<file path="src/rtl/path_recorder_pkg.sv">
// Shared definitions for the maze path recorder: direction and FSM
// encodings plus the default storage geometry (one move per cell of 16x16).
package path_recorder_pkg;

    localparam int DEPTH_DEFAULT = 256;
    localparam int AW_DEFAULT    = 8;

    typedef enum logic [1:0] {
        UP    = 2'b00,
        RIGHT = 2'b01,
        LEFT  = 2'b10,
        DOWN  = 2'b11
    } dir_t;

    typedef enum logic [1:0] {
        ST_IDLE   = 2'b00,
        ST_REPLAY = 2'b01,
        ST_FINISH = 2'b10
    } state_t;

endpackage

</file>
<file path="src/rtl/path_ram.sv">
// Move storage: DEPTH x 2 bits, synchronous write, combinational read.
// Contents are deliberately not reset; the control logic owns validity.
module path_ram
    import path_recorder_pkg::*;
#(
    parameter int DEPTH = DEPTH_DEFAULT,
    parameter int AW    = AW_DEFAULT
) (
    input  logic          clk,
    input  logic          we,
    input  logic [AW-1:0] waddr,
    input  logic [1:0]    wdata,
    input  logic [AW-1:0] raddr,
    output logic [1:0]    rdata
);

    logic [1:0] mem_r [DEPTH];

    // Write port: store one direction per enabled clock edge.
    always_ff @(posedge clk) begin
        if (we) begin
            mem_r[waddr] <= wdata;
        end
    end

    assign rdata = mem_r[raddr];

endmodule

</file>
<file path="src/rtl/path_recorder.sv">
// Records the rat's path as a stack of moves (push = step, pop = backtrack)
// and replays it from the first move, one move per cycle, for the
// downstream move player. Every output is taken directly from a flop.
module path_recorder
    import path_recorder_pkg::*;
#(
    parameter int DEPTH = DEPTH_DEFAULT,
    parameter int AW    = AW_DEFAULT
) (
    input  logic        clk,
    input  logic        rst_n,
    input  logic        push,
    input  logic        pop,
    input  logic [1:0]  dir_in,
    input  logic        clear,
    input  logic        run,
    output logic [1:0]  move,
    output logic        move_valid,
    output logic        busy,
    output logic        replay_done,
    output logic [AW:0] count,
    output logic        full,
    output logic        empty,
    output logic        overflow
);

    localparam logic [AW:0]   ONE_C     = {{AW{1'b0}}, 1'b1};
    localparam logic [AW:0]   ZERO_C    = {(AW+1){1'b0}};
    localparam logic [AW-1:0] IDX0_C    = {AW{1'b0}};
    localparam logic [AW-1:0] IDX_ONE_C = {{(AW-1){1'b0}}, 1'b1};
    localparam logic [AW:0]   DEPTH_C   = (AW+1)'(DEPTH);

    state_t        state_r, state_s;
    logic [AW:0]   count_r, count_s;
    logic [AW:0]   top_idx_s;
    logic [AW-1:0] rd_idx_r, rd_idx_s;
    logic [1:0]    move_r, move_s;
    logic          move_valid_r, move_valid_s;
    logic          busy_r, busy_s;
    logic          done_r, done_s;
    logic          full_r, full_s;
    logic          empty_r, empty_s;
    logic          overflow_r, overflow_s;
    logic          wr_en_s;
    logic [AW-1:0] wr_addr_s;
    logic [1:0]    rd_data_s;

    assign top_idx_s = count_r - ONE_C;

    path_ram #(
        .DEPTH (DEPTH),
        .AW    (AW)
    ) u_path_ram (
        .clk   (clk),
        .we    (wr_en_s),
        .waddr (wr_addr_s),
        .wdata (dir_in),
        .raddr (rd_idx_r),
        .rdata (rd_data_s)
    );

    // Next-state, storage write control and next output values.
    always_comb begin
        state_s      = state_r;
        count_s      = count_r;
        rd_idx_s     = rd_idx_r;
        move_s       = move_r;
        move_valid_s = 1'b0;
        busy_s       = 1'b0;
        done_s       = 1'b0;
        overflow_s   = overflow_r;
        wr_en_s      = 1'b0;
        wr_addr_s    = count_r[AW-1:0];

        if (clear) begin
            state_s    = ST_IDLE;
            count_s    = ZERO_C;
            overflow_s = 1'b0;
        end else begin
            case (state_r)
                ST_IDLE: begin
                    if (run) begin
                        // Editing is suspended on the cycle replay starts.
                        rd_idx_s = IDX0_C;
                        if (!empty_r) begin
                            state_s = ST_REPLAY;
                            busy_s  = 1'b1;
                        end else begin
                            state_s = ST_FINISH;
                        end
                    end else if (push && pop && !empty_r) begin
                        // Backtrack and step in one cycle: replace the top move.
                        wr_en_s   = 1'b1;
                        wr_addr_s = top_idx_s[AW-1:0];
                    end else if (push && !full_r) begin
                        wr_en_s   = 1'b1;
                        wr_addr_s = count_r[AW-1:0];
                        count_s   = count_r + ONE_C;
                    end else if (push) begin
                        overflow_s = 1'b1;
                    end else if (pop && !empty_r) begin
                        count_s = top_idx_s;
                    end else begin
                        count_s = count_r;
                    end
                end
                ST_REPLAY: begin
                    move_s       = rd_data_s;
                    move_valid_s = 1'b1;
                    busy_s       = 1'b1;
                    rd_idx_s     = rd_idx_r + IDX_ONE_C;
                    if ({1'b0, rd_idx_r} == top_idx_s) begin
                        state_s = ST_FINISH;
                    end else begin
                        state_s = ST_REPLAY;
                    end
                end
                ST_FINISH: begin
                    done_s  = 1'b1;
                    state_s = ST_IDLE;
                end
                default: begin
                    state_s = ST_IDLE;
                end
            endcase
        end

        full_s  = (count_s == DEPTH_C);
        empty_s = (count_s == ZERO_C);
    end

    // Control, FSM and output registers; reset clears control state only.
    always_ff @(posedge clk or negedge rst_n) begin
        if (!rst_n) begin
            state_r      <= ST_IDLE;
            count_r      <= ZERO_C;
            rd_idx_r     <= IDX0_C;
            move_r       <= UP;
            move_valid_r <= 1'b0;
            busy_r       <= 1'b0;
            done_r       <= 1'b0;
            full_r       <= 1'b0;
            empty_r      <= 1'b1;
            overflow_r   <= 1'b0;
        end else begin
            state_r      <= state_s;
            count_r      <= count_s;
            rd_idx_r     <= rd_idx_s;
            move_r       <= move_s;
            move_valid_r <= move_valid_s;
            busy_r       <= busy_s;
            done_r       <= done_s;
            full_r       <= full_s;
            empty_r      <= empty_s;
            overflow_r   <= overflow_s;
        end
    end

    assign move        = move_r;
    assign move_valid  = move_valid_r;
    assign busy        = busy_r;
    assign replay_done = done_r;
    assign count       = count_r;
    assign full        = full_r;
    assign empty       = empty_r;
    assign overflow    = overflow_r;

endmodule

</file>
<file path="config.mk">
export PLATFORM = sky130hd
export DESIGN_NAME = path_recorder
export DESIGN_NICKNAME = d
export VERILOG_FILES = /design/src/rtl/path_recorder_pkg.sv /design/src/rtl/path_ram.sv /design/src/rtl/path_recorder.sv
export SDC_FILE = /design/constraint.sdc
export NUM_CORES = 1
export LEC_CHECK = 0
export CAP_MARGIN = 20
export CELL_PAD_IN_SITES_DETAIL_PLACEMENT = 1
export CELL_PAD_IN_SITES_GLOBAL_PLACEMENT = 1
export CORE_ASPECT_RATIO = 0.6
export CORE_MARGIN = 1.5
export CORE_UTILIZATION = 34
export CTS_BUF_LIST = sky130_fd_sc_hd__clkbuf_8
export CTS_CLUSTER_DIAMETER = 200
export DETAILED_ROUTE_END_ITERATION = 16
export HOLD_SLACK_MARGIN = 0.12
export PLACE_DENSITY_LB_ADDON = 0.1
export SYNTH_ARGS = -nofsm -noshare
export SYNTH_HDL_FRONTEND = slang
export SYNTH_SLANG_ARGS = --single-unit
</file>
<file path="constraint.sdc">
create_clock -name clk -period 3.87 [get_ports clk]
set_clock_uncertainty 0.1 [all_clocks]
set_input_delay 0.774 -clock clk [delete_from_list [all_inputs] [get_ports clk]]
set_output_delay 0.774 -clock clk [all_outputs]
set_load 0.03 [all_outputs]
</file>
==> summary.txt <==
Hold_ws: 0.378 ns
Yosys reg bits: 539
Power density over the cells: 558 nW/um^2
Synth unique cells: 81
Detailed-route via count: 13900
Core box area: 66900 um^2
Placed Area: 25200 um^2
Pleak: 8.22 nW
Hold-fix buffers at CTS: 0
CTS resizes: 0
DRT antenna net count: 0
FMAX: 0.276 GHz
GPL Wtd Cong: 0.794
Setup violators final: 0
Synth-to-Final Area Change: 15.1%
Min-Delay Path Class: input port to register
Die W: 340 um
Fin. Hold Viols: 0
Number of port buffers: 24
Worst Setup Slack, final: 0.241 ns
Root Buffer: clkbuf_8
Sequential area share after synthesis: 0.691
Synth top area share: 0.662
Largest cells by area after synthesis: edfxtp_1 (66%), mux4_2 (11%), nor2_1 (4.7%)
RSZ-0062 raised after global routing: no
Worst hold path depth: 1
Yosys top cell by area: edfxtp_1
Post-route cell area: 26700 um^2
Synth async-reset ratio: 0.0501
Post-DP HPWL: 47700 um
Status: complete, no violations
CTS clk-pin slew, worst paths: 0.06 ns
Grt ovf: 0
Final Util: 0.400
TritonCTS Sinks: 539
Critical Path AT: 3.94 ns
DR DRC count: 0
Startpoint Class: register
Main synth FF type: edfxtp_1
Leading cell types by count after synthesis: edfxtp_1 (512), nor2_1 (289), mux4_2 (112)
Detailed Route WL: 73700 um
Synthesized area: 23200 um^2
I/O pins: 25
R2R cell count: 8
Worst-Margin Slew: 0.980 ns
Final-report max-slew violation count: 0
Count leader, synth: edfxtp_1
Rows: 73
Num CTS Buffers: 84
Ant. Diodes: 0
Post-route minimum period: 3.63 ns
Kind of critical path: register to register
Routed vias/inst: 5.45
Die area: 69900 um^2
Layout cell share with drive strength beyond 1: 0.220
H-tree depth: 3
Die Ht: 205 um
Post-CTS setup buffers: 0
Post-Synthesis Cells: 1491
Iteration-0 DRC Markers: 1379
Yosys warns: 0
Avg Cell Area, Syn: 15.6 um^2
Mapped Nets: 1502
Post-synth EDFFs: 512
Drt first pass iters: 6
Maxcap violations: 0
First-pass GRT wire length: 106000 um
Pin count of the biggest net entering global routing: 99
Worst slew margin: 0.347
Worst vdd ir: 0.000298 V
Data required, critical path: 4.18 ns
Clock Latency Late Sink: 0.71 ns
CP max FO: 16
Initial antenna violation count: 2
Pre-CTS WS: -0.00336 ns
CTS tree: built
Vias in the first global route: 14500
Final period utilization: 0.938
Gr usage total: 0.214
Crit end category: register
CTS max path bufs: 3
DR WL/cell: 28.8 um
Initial Util: 0.347
Final #Nets: 1611
critical path: stages (launching register included):
cell      delay (ns)
dfrtp_1         0.39
inv_1           0.25
ha_1            0.42
or3b_2          0.50
nor3_1          0.43
a211oi_2        0.12
o21ba_2         0.28
o21ai_2         0.66
nor2_1          0.20
power breakdown:
group	leakage, nW	internal (W)	switching [W]
combinational	2.38	0.00150	0.00198
clock	0.876	0.00237	0.00238
sequential	4.96	0.00644	0.000240
total	8.22	0.0103	0.00460
kinds of logic after synthesis:
group	after synthesis	synth area share
buffers and inverters	120	0.0231
and+or+nand+nor	482	0.0930
xor gates and xnor gates	20	0.00754
AOI/OAI and AO/OA	161	0.0514
DFF	539	0.691
adders and majority gates	3	0.00162
muxes	166	0.132
per-stage QoR:
stage | instances | TNS (ns) | total power (W)
global placement | 2413 | -0.0702 | 0.0103
CTS | 2555 | 0 | 0.0150
finish | 2556 | 0 | 0.0149
global route | 2556 | 0 | 0.0155
floorplan | 1491 | 0 | 0.00888
detailed placement | 2413 | -0.00668 | 0.0103
cells in the final DEF, fill, tap and decap left out, drive strengths merged, types with 6 or more instances in the layout:
cell,netlist,final
a22oi,8,8
o22ai,10,10
inv,16,41
nor2b,17,17
clkdlybuf4s50,0,22
mux4,112,112
mux2i,49,49
dfrtp,26,26
a2111oi,6,6
o31ai,9,9
nor2,289,289
o221ai,8,8
nor4,10,10
nor3,13,13
nand3,48,48
clkbuf,44,84
nand4,8,8
nand2,53,53
buf,60,105
o21ai,26,26
and2,7,7
nand3b,8,8
o211ai,6,6
a211oi,10,10
xnor2,15,15
a31oi,10,10
clkinv,0,24
edfxtp,512,512
a21oi,24,24
path summary, 6_finish.rpt:
kind,from,endpoint,slack [ns]
hold reg to reg,overflow$_DFFE_PN0P_,overflow$_DFFE_PN0P_,0.43
hold / removal,dir_in[1],u_path_ram.mem_r[104][1]$_DFFE_PP_,0.38
setup / recovery,count[0]$_DFF_PN0_,u_path_ram.mem_r[133][1]$_DFFE_PP_,0.24
min in group asynchronous,rst_n,move_valid$_DFF_PN0_,0.50
max in group asynchronous,rst_n,empty$_DFF_PN1_,2.38
setup reg to reg,count[0]$_DFF_PN0_,u_path_ram.mem_r[133][1]$_DFFE_PP_,0.24
layer usage:
metal  GRT usage  vias up  wire length (um)
met4      0.0462        0              1170
met2       0.283      427             29400
met1       0.346     7378             38000
met5           0        -                 0
li1            -     6032                 -
met3      0.0509       90              5100
layout make-up:
cell class | count | area, um^2
well taps | 900 | 1130
inverters | 16 | 60.1
flip-flops and latches | 539 | 16100
clock inverters | 58 | 408
clock buffers | 84 | 1160
repair buffers | 127 | 1280
fillers | 6784 | 40100
multi-input cells | 832 | 6640
registers in the layout, indices dropped and copies added (netlist names):
name / flops
busy: 1
move: 2
replay_done: 1
overflow: 1
count: 9
move_valid: 1
state_r: 2
u_path_ram.mem_r: 512
rd_idx_r: 8
empty: 1
full: 1
Note: power is estimated with default switching activity, not from simulation.
